`config.mk`:
```
export PLATFORM = sky130hd
export DESIGN_NAME = seg7_mux_driver
export DESIGN_NICKNAME = d
export VERILOG_FILES = /design/src/rtl/seg7_pkg.sv /design/src/rtl/seg7_decode.sv /design/src/rtl/seg7_mux_driver.sv
export SDC_FILE = /design/constraint.sdc
export NUM_CORES = 1
export LEC_CHECK = 0
export ABC_AREA = 1
export BUFFER_PORTS_ARGS = -buffer_cell sky130_fd_sc_hd__buf_2
export CAP_MARGIN = 20
export CORE_UTILIZATION = 50
export CTS_CLUSTER_DIAMETER = 50
export CTS_CLUSTER_SIZE = 30
export DETAILED_ROUTE_END_ITERATION = 6
export PLACE_DENSITY = 0.72
export SLEW_MARGIN = 10
export SYNTH_ARGS = -nofsm -noshare
export SYNTH_HDL_FRONTEND = slang
export SYNTH_SLANG_ARGS = --single-unit
```
`constraint.sdc`:
```
create_clock -name clk -period 3.1 [get_ports clk]
set_clock_uncertainty 0.05 [all_clocks]
set_input_delay 0 -clock clk [delete_from_list [all_inputs] [get_ports clk]]
set_output_delay 0 -clock clk [all_outputs]
set_load 0.01 [all_outputs]
```
`src/rtl/seg7_pkg.sv`:
```
// Shared types and constants for the two-digit multiplexed 7-segment driver.
// Latency: n/a (declarations only).
// Backpressure: n/a.
package seg7_pkg;

  // Which digit currently owns the display.
  typedef enum logic {
    SLOT1  = 1'b0,
    SLOT10 = 1'b1
  } slot_t;

  // Code that always decodes to an unlit digit; also the snapshot reset value.
  localparam logic [3:0] BLANK_CODE = 4'd15;

  // Lit segment patterns, bit0=a .. bit6=g, indexed by BCD code.
  // Codes 10..15 are not decimal digits and show nothing.
  localparam logic [6:0] SEG_LUT [16] = '{
    7'h3F, 7'h06, 7'h5B, 7'h4F, 7'h66, 7'h6D, 7'h7D, 7'h07,
    7'h7F, 7'h6F, 7'h00, 7'h00, 7'h00, 7'h00, 7'h00, 7'h00
  };

endpackage

```
`src/rtl/seg7_decode.sv`:
```
// BCD to a..g lit-pattern lookup (active-high, polarity applied by the caller).
// Latency: purely combinational.
// Backpressure: none.
module seg7_decode
  import seg7_pkg::*;
(
  input  logic [3:0] bcd,
  output logic [6:0] segs
);

  assign segs = SEG_LUT[bcd];

endmodule

```
`src/rtl/seg7_mux_driver.sv`:
```
// Time-multiplexes a two-digit BCD value onto one 7-segment bus with per-digit commons.
// Latency: display state computed in a cycle is registered onto the pins on the next edge.
// Backpressure: none; ena=0 freezes the sequencer and blanks the display.
module seg7_mux_driver
  import seg7_pkg::*;
#(
  parameter int SLOT_BITS  = 12,
  parameter int GAP_CYCLES = 64
) (
  input  logic       clk,
  input  logic       rst_n,
  input  logic       ena,
  input  logic [3:0] digit1,
  input  logic [3:0] digit10,
  input  logic       seg_pol,
  input  logic       com_pol,
  input  logic       lzb,
  output logic [7:0] seg,
  output logic       com1,
  output logic       com10,
  output logic [1:0] com_oe
);

  localparam logic [SLOT_BITS-1:0] GAP_CNT  = SLOT_BITS'(GAP_CYCLES);
  localparam logic [SLOT_BITS-1:0] CNT_LAST = '1;

  slot_t                state, state_nxt;
  logic [SLOT_BITS-1:0] cnt, cnt_nxt, cnt_eff;
  logic                 restart_pend, restart_pend_nxt;
  logic [3:0]           snap1, snap1_nxt, snap10, snap10_nxt;
  logic [3:0]           cur_digit;
  logic [6:0]           dec_segs;
  logic                 gap;
  logic [7:0]           seg_nxt;
  logic                 com1_nxt, com10_nxt;
  logic [1:0]           com_oe_nxt;

  // After an ena-low period the slot restarts from position 0, so the stored
  // count is overridden for the first enabled cycle.
  assign cnt_eff = restart_pend ? '0 : cnt;
  assign gap     = (cnt_eff < GAP_CNT);

  // On the snapshot cycle the live input is used so the value shown equals the
  // value captured, even with a zero-length gap.
  assign cur_digit = (state == SLOT1)
                   ? ((cnt_eff == '0) ? digit1  : snap1)
                   : ((cnt_eff == '0) ? digit10 : snap10);

  seg7_decode u_decode (
    .bcd  (cur_digit),
    .segs (dec_segs)
  );

  // Sequencer: slot timing, slot alternation and per-slot digit snapshots.
  always_comb begin
    state_nxt        = state;
    cnt_nxt          = cnt;
    snap1_nxt        = snap1;
    snap10_nxt       = snap10;
    restart_pend_nxt = restart_pend;
    if (!ena) begin
      restart_pend_nxt = 1'b1;
    end else begin
      restart_pend_nxt = 1'b0;
      if (cnt_eff == '0) begin
        if (state == SLOT1) snap1_nxt  = digit1;
        else                snap10_nxt = digit10;
      end
      if (cnt_eff == CNT_LAST) begin
        state_nxt = (state == SLOT1) ? SLOT10 : SLOT1;
        cnt_nxt   = '0;
      end else begin
        cnt_nxt = cnt_eff + 1'b1;
      end
    end
  end

  // Display: pick lit pattern and active common, then apply pin polarities.
  always_comb begin
    logic [7:0] lit;
    logic       act1;
    logic       act10;
    lit   = 8'h00;
    act1  = 1'b0;
    act10 = 1'b0;
    if (ena && !gap) begin
      if (state == SLOT1) begin
        act1 = 1'b1;
        lit  = {1'b0, dec_segs};
      end else begin
        // Leading-zero blanking hides the digit but keeps its common driven.
        act10 = 1'b1;
        if (!(lzb && cur_digit == 4'd0)) lit = {1'b0, dec_segs};
      end
    end
    seg_nxt    = lit ^ {8{~seg_pol}};
    com1_nxt   = ~(act1 ^ com_pol);
    com10_nxt  = ~(act10 ^ com_pol);
    com_oe_nxt = ena ? 2'b11 : 2'b00;
  end

  // State, counter, snapshot and output registers.
  always_ff @(posedge clk or negedge rst_n) begin
    if (!rst_n) begin
      state        <= SLOT1;
      cnt          <= '0;
      restart_pend <= 1'b0;
      snap1        <= BLANK_CODE;
      snap10       <= BLANK_CODE;
      seg          <= 8'h00;
      com1         <= 1'b0;
      com10        <= 1'b0;
      com_oe       <= 2'b00;
    end else begin
      state        <= state_nxt;
      cnt          <= cnt_nxt;
      restart_pend <= restart_pend_nxt;
      snap1        <= snap1_nxt;
      snap10       <= snap10_nxt;
      seg          <= seg_nxt;
      com1         <= com1_nxt;
      com10        <= com10_nxt;
      com_oe       <= com_oe_nxt;
    end
  end

endmodule

```
# After elaboration in Yosys (flattened, before gate mapping)
# Memories as Yosys holds them, arrays and structs flattened.
# Index checks and enable logic that the tools add are counted.
[classes] n_addsub=1 magnitude_cmp=2 n_eq_ne=1 n_mux=16 bitwise=8 reduce_logical=8
[ops] cell="two-way mux 7 bit" count=5
[ops] cell="two-way mux 12 bit" count=2
[ops] cell="adder 12 x 1 -> 12 bit (second input constant)" count=1
[ops] cell="== test 12 bit (second input constant)" count=1
[ops] cell="zero test 12 bit" count=1
[ops] cell="< comparator 12 x 7 -> 1 bit (second input constant)" count=1
[ops] cell="two-way mux 4 bit" count=3
[ops] cell="XOR 8 bit" count=1
[ops] cell="AND reduction 3 bit" count=2
[ops] cell="greater-or-equal comparator 5 bit (second input constant)" count=1
[ops] cell="two-way mux 1 bit" count=5
[ops] cell="NOT 4 -> 5 bit" count=1
[ops] cell="zero test 4 bit" count=1
[ops] cell="NOT 1 bit" count=4
[ops] cell="logical AND 1 bit" count=2
[ops] cell="two-way mux 2 bit" count=1
[ops] cell="AND reduction 2 bit" count=1
[ops] cell="XOR 1 bit" count=2
[ops] cell="zero test 1 bit" count=1
[totals] ff_bits=34 mem_bits_ro=112 out_inout_bits=12 n_memories=1
[mem_list] memory="(name not given)" depth=16 width=7 read_ports=1 rd_clocked_by_memory_dff=0 write_ports=0 line_no="seg7_decode.sv:11" text="assign segs = SEG_LUT[bcd];"

# Logic depth before layout (Yosys ltp)
[depth] word_depth=12 depth_mapped=18 mapped_depth_nobuf=18

# Cells and area by module
# From an unflattened synthesis, not the netlist that was laid out.
[hier_totals] hier_cells=276 area_unflattened_um2=2147.1
[modules_own_cells] module="seg7_mux_driver" n_inst=1 cells_each=237 area_per_inst_um2=1936.9 seq_area_each_um2=835.8
[modules_own_cells] module="seg7_decode" n_inst=1 cells_each=39 area_per_inst_um2=210.2 seq_area_each_um2=0.0

# Worst setup path after synthesis
# OpenSTA, ideal clock, no wires.
[synth_path] path_type="reg2reg" from="reg restart_pend" to="reg seg[3]" arrival_time_ns=2.212 setup_slack_ns=0.720 stages_incl_launch_ff=18 n_path_buf=1 synth_period_minus_slack_ns=2.380 path_cell_list="dfrtp_1 -> buf_6 -> nor2_1 -> inv_1 -> ha_1 -> nand3_4 -> nor2_8 -> nand2_4 -> nand2_1 -> nand3_1 -> nand2_1 -> inv_1 -> ha_1 -> nand3b_1 -> nand3_1 -> nand3_2 -> nand2_1 -> nand2_1"
[synth_via] elab_chain_cells=12 elab_cells_between_ends=18 cone_classes="order compare: 1; mux: 9; bitwise: 2; reduce/logical: 5; memory: 1"
[synth_lines] element="from (decl)" line_no="seg7_mux_driver.sv:29" text="logic restart_pend, restart_pend_nxt;"
[synth_lines] element="from (signal assigned)" line_no="seg7_mux_driver.sv:117" text="restart_pend <= restart_pend_nxt;"
[synth_lines] element="two-way mux 12 bit (*)" line_no="seg7_mux_driver.sv:40" text="assign cnt_eff = restart_pend ? '0 : cnt;"
[synth_lines] element="zero test 12 bit" line_no="seg7_mux_driver.sv:46, seg7_mux_driver.sv:47"
[synth_lines] element="two-way mux 4 bit, on equally long branches" line_no="seg7_mux_driver.sv:46, seg7_mux_driver.sv:47"
[synth_lines] element="two-way mux 4 bit" line_no="seg7_mux_driver.sv:46" text="? ((cnt_eff == '0) ? digit1 : snap1)"
[synth_lines] element="NOT 4 -> 5 bit (implied by the code)" line_no="seg7_decode.sv:11"
[synth_lines] element="memory read (16 x 7 bit)"
[synth_lines] element="two-way mux 7 bit (implied by the code) (2 in series)" line_no="seg7_decode.sv:11"
[synth_lines] element="two-way mux 7 bit" line_no="seg7_mux_driver.sv:93" text="if (!(lzb && cur_digit == 4'd0)) lit = {1'b0, dec_segs};"
[synth_lines] element="two-way mux 7 bit" line_no="seg7_mux_driver.sv:87" text="if (state == SLOT1) begin"
[synth_lines] element="two-way mux 7 bit (*)" line_no="seg7_mux_driver.sv:86" text="if (ena && !gap) begin"
[synth_lines] element="XOR 8 bit (*)" line_no="seg7_mux_driver.sv:96" text="seg_nxt = lit ^ {8{~seg_pol}};"
[synth_lines] element="net seg_nxt[3]" line_no="seg7_mux_driver.sv:34" text="logic [7:0] seg_nxt;"
[synth_lines] element="to (signal assigned)" line_no="seg7_mux_driver.sv:120" text="seg <= seg_nxt;"
[synth_lines] element="to (decl)" line_no="seg7_mux_driver.sv:18" text="output logic [7:0] seg,"
# Mark *: on every way through the listed nets, which the timed path passes. The rest lies on a longest branch. The select of a mux whose other input is x is not followed.
# A chain may end at the register's enable or synchronous reset.

# Worst setup path in the final report
# Same ends and word-level chain as after synthesis.

==> run summary <==
The run finished with clean final reports. The startpoint kind of the worst setup timing path was a register. The library cell with the highest instance count after synthesis was nand2_1. Global routing used 21.54% of the available tracks across all layers.

For the number of antenna violations at the first check in global routing, the log shows 0. The net count after synthesis is 260. Reg-to-reg critical path endpoint: seg[3]$_DFF_PN0_. For the post-synthesis instance area, the log shows 0.002122 sq mm. Most instantiated flip-flop cell in the synthesis netlist: dfrtp_1. Dividing the detail-routed via count by the number of cells gives 5.218. 26 I/O pins were placed. The number of iterations in the first detailed-routing pass is 4.

Sorting the synthesized cells by area gives the leading types as dfrtp_1, dfstp_2, nand2_1. The minimum hold slack was 0.2485 ns. The commonest cells after synthesis are nand2_1, nand3_1, dfrtp_1. Number of pins exceeding their max-slew limit in the final report: 0. The remaining number of nets flagged by the antenna check after routing is 0. After synthesis, the share of flip-flops with an asynchronous set or reset is 100.0%. The portion of the clock cycle consumed by the worst path in the final layout is 89.28%.

TritonCTS built the clock tree. The tools report the total instance count after detailed placement as 306. The leakage power summed over all cells was 0.001127 uW; the total via count in the routed design was 1701.

The floorplan step set the die height to 67.15 microns. In this run the power density over the cells is 489.4 mW/mm^2. The first global-routing pass estimated 7.148 mm of wire.

In this run the tightest slew margin relative to its limit is 52.71%. The cell count after synthesis came out at 238. After clock tree synthesis, the clock-pin slew on the worst setup and hold paths is 0.06 ns.

The detail-routed net length per standard cell works out to 12.66 microns. The width of the die was 67.15 microns. After synthesis, the mean cell area works out to 8.916 sq um. During synthesis, Yosys emitted a total of 0 warnings.

After detailed routing, the total wire length is 4.128 mm. In this run, post-CTS repair resized a total of 0 instances. The reg-to-reg setup timing slack is 0.33 ns, and the total core area is 0.004029 sq mm. The worst hold path belongs to the class primary input to asynchronous set/reset pin. The required time reported for the critical path endpoint is 3.23 ns. Number of buffers created by CTS: 5.

The data arrival time of the critical path came out at 2.89 ns. Cells fill 60.96% of the core in the end. The highest achievable clock rate is 361.3 MHz. The logs give 326 for the final cell count without fillers and 1599 for the number of global-route vias before repair. In this run the number of H-tree levels came out at 2. The number of nets in the layout was 297; the clock sink count was 33. The logs give 134 for the number of DRC markers after the initial detailed-route iteration and 52.67% for the starting density of the core.

Global routing finished with a remaining overflow of 0. The number of remaining DRC errors was 0; the die area was 0.004508 sq mm. The startpoint of the worst register-to-register path is restart_pend$_DFF_PN0_. Adding up every negative setup slack in the final design gives 0 ns. Entering global routing, the biggest net connects 34 pins. The type of the setup path with the least slack is register to register. The number of synthesized register bits was 33. The register area share after synthesis was 39.39%. Input and output buffers added on the ports amount to 25. The worst-case IR drop observed on VDD is 378.9 uV.

Once the clock tree was built, the setup fixing pass inserted 0 buffers. The depth of the worst register-to-register path came out at 16. In this run the core area contains 23 standard-cell rows. In this run the worst path has a maximum fanout of 10. The cell type with the largest total area after synthesis is dfrtp_1. At the later pin of the worst-skew pair, clock insertion delay measures 0.28 ns. After legalization and detailed placement, the total HPWL measured 2.998 mm.

The last weighted congestion value of the routability-driven placer is 0.7951, and the synthesis-to-layout area growth is 15.74%. The buffer cell driving the clock tree root is clkbuf_8. In this run the deepest clock path goes through 2 buffers. The run gives 0 as the final hold violation count. Area share of the leading cell type in the synthesized netlist: 29.48%.

0 antenna diodes ended up in the layout. The logs give 31 for the number of distinct library cells after synthesis and 0 for the number of endpoints failing setup at the final stage. Setup repair after global routing left no endpoint under its margin. Across the run, the number of max-cap violations was 0. The number of enable-type register cells in the synthesized netlist came out at 0. Counting I/O delays and the setup requirement, the final critical path takes 2.768 ns. At the pin with the least slew margin, the transition time is 0.7093 ns.

Cells with a size suffix above 1 make up 27.54% of the layout. STA classifies the critical path endpoint as a register.
-- stage by stage --
| step | instance area (sq um) | worst slack, ns | total power (uW) |
|---|---|---|---|
| 3_5_place_dp | 2256 | 0.3669 | 888.0 |
| 2_1_floorplan | 2122 | 0.7205 | 815.4 |
| 4_1_cts | 2456 | 0.3451 | 1207 |
| 5_1_grt | 2456 | 0.07418 | 1273 |
| 6_report | 2456 | 0.3325 | 1202 |
| 3_3_place_gp | 2256 | 0.4580 | 877.9 |
-- sequential cells by signal (all words and copies together) (netlist names) --
signal,count
cnt,12
seg,8
snap10,4
snap1,4
com1,1
com10,1
com_oe,1
restart_pend,1
state,1
-- cells in the final DEF, fill, tap and decap left out, drive strengths merged, types with 9 or more instances in the layout --
master        n
nand3        40
dlygate4sd3  12
nor2         20
buf          25
nand2        58
nand4         9
inv          20
o21ai        10
dfrtp        25
-- layout make-up --
cell class,count,area (sq um)
clock buffers,8,80.08
fillers,361,1573
inverters,23,93.84
multi-input cells,175,1139
flip-flops and latches,33,835.8
well taps,50,62.56
repair buffers,37,245.2
-- what timing repair did --
item / 4_1_cts / 5_1_grt
hold buffers: 12 / 0
endpoints found under the hold margin: 41 / 0
setup endpoints to repair: 0 / 0
-- worst max-delay path: stages (launching register included) --
cell and delay (ns):
dfrtp_1 0.58, nor2_1 0.14, inv_1 0.08, ha_1 0.18
nand3_4 0.10, nor2_8 0.16, nand2_4 0.12, nand2_1 0.08
nand3_1 0.06, nand2_1 0.18, inv_1 0.11, ha_1 0.27
nand3b_1 0.19, nand3_1 0.14, nand3_2 0.08, nand2_1 0.07
nand2_1 0.06
-- worst max path at each step --
stage,start,end,slack (ns),depth (start not counted)
4_1_cts,restart_pend$_DFF_PN0_,seg[3]$_DFF_PN0_,0.35,16
2_1_floorplan,restart_pend$_DFF_PN0_,seg[3]$_DFF_PN0_,0.72,17
3_3_place_gp,restart_pend$_DFF_PN0_,seg[3]$_DFF_PN0_,0.46,16
6_report,restart_pend$_DFF_PN0_,seg[3]$_DFF_PN0_,0.33,16
3_5_place_dp,restart_pend$_DFF_PN0_,seg[3]$_DFF_PN0_,0.37,16
5_1_grt,restart_pend$_DFF_PN0_,seg[3]$_DFF_PN0_,0.07,16
-- power by group --
group | internal [uW] | switching (uW)
registers | 512 | 33.9
logic | 135 | 211
clock network | 159 | 150
total | 807 | 395
-- cell families (layout without fill, tap and decap cells) --
family                     Yosys count  count (layout)  synth area share [%]
AOI/OAI and AO/OA                   18              18                 5.307
xor gates and xnor gates            10              10                 4.127
adders and majority gates            8               8                 4.717
buffers and inverters               30              68                 6.957
DFF                                 33              33                 39.39
muxes                                7               7                 3.715
and+or+nand+nor                    132             132                 35.79
-- routing by layer --
| metal | GRT usage, % | vias up | routed length, microns |
|---|---|---|---|
| met5 | 0 | - | 0 |
| met4 | 10.11 | 0 | 65 |
| met3 | 4.223 | 5 | 152 |
| met2 | 34.88 | 43 | 1944 |
| met1 | 27.51 | 785 | 1966 |
| li1 | - | 868 | - |
(Power assumes the default switching activity.)
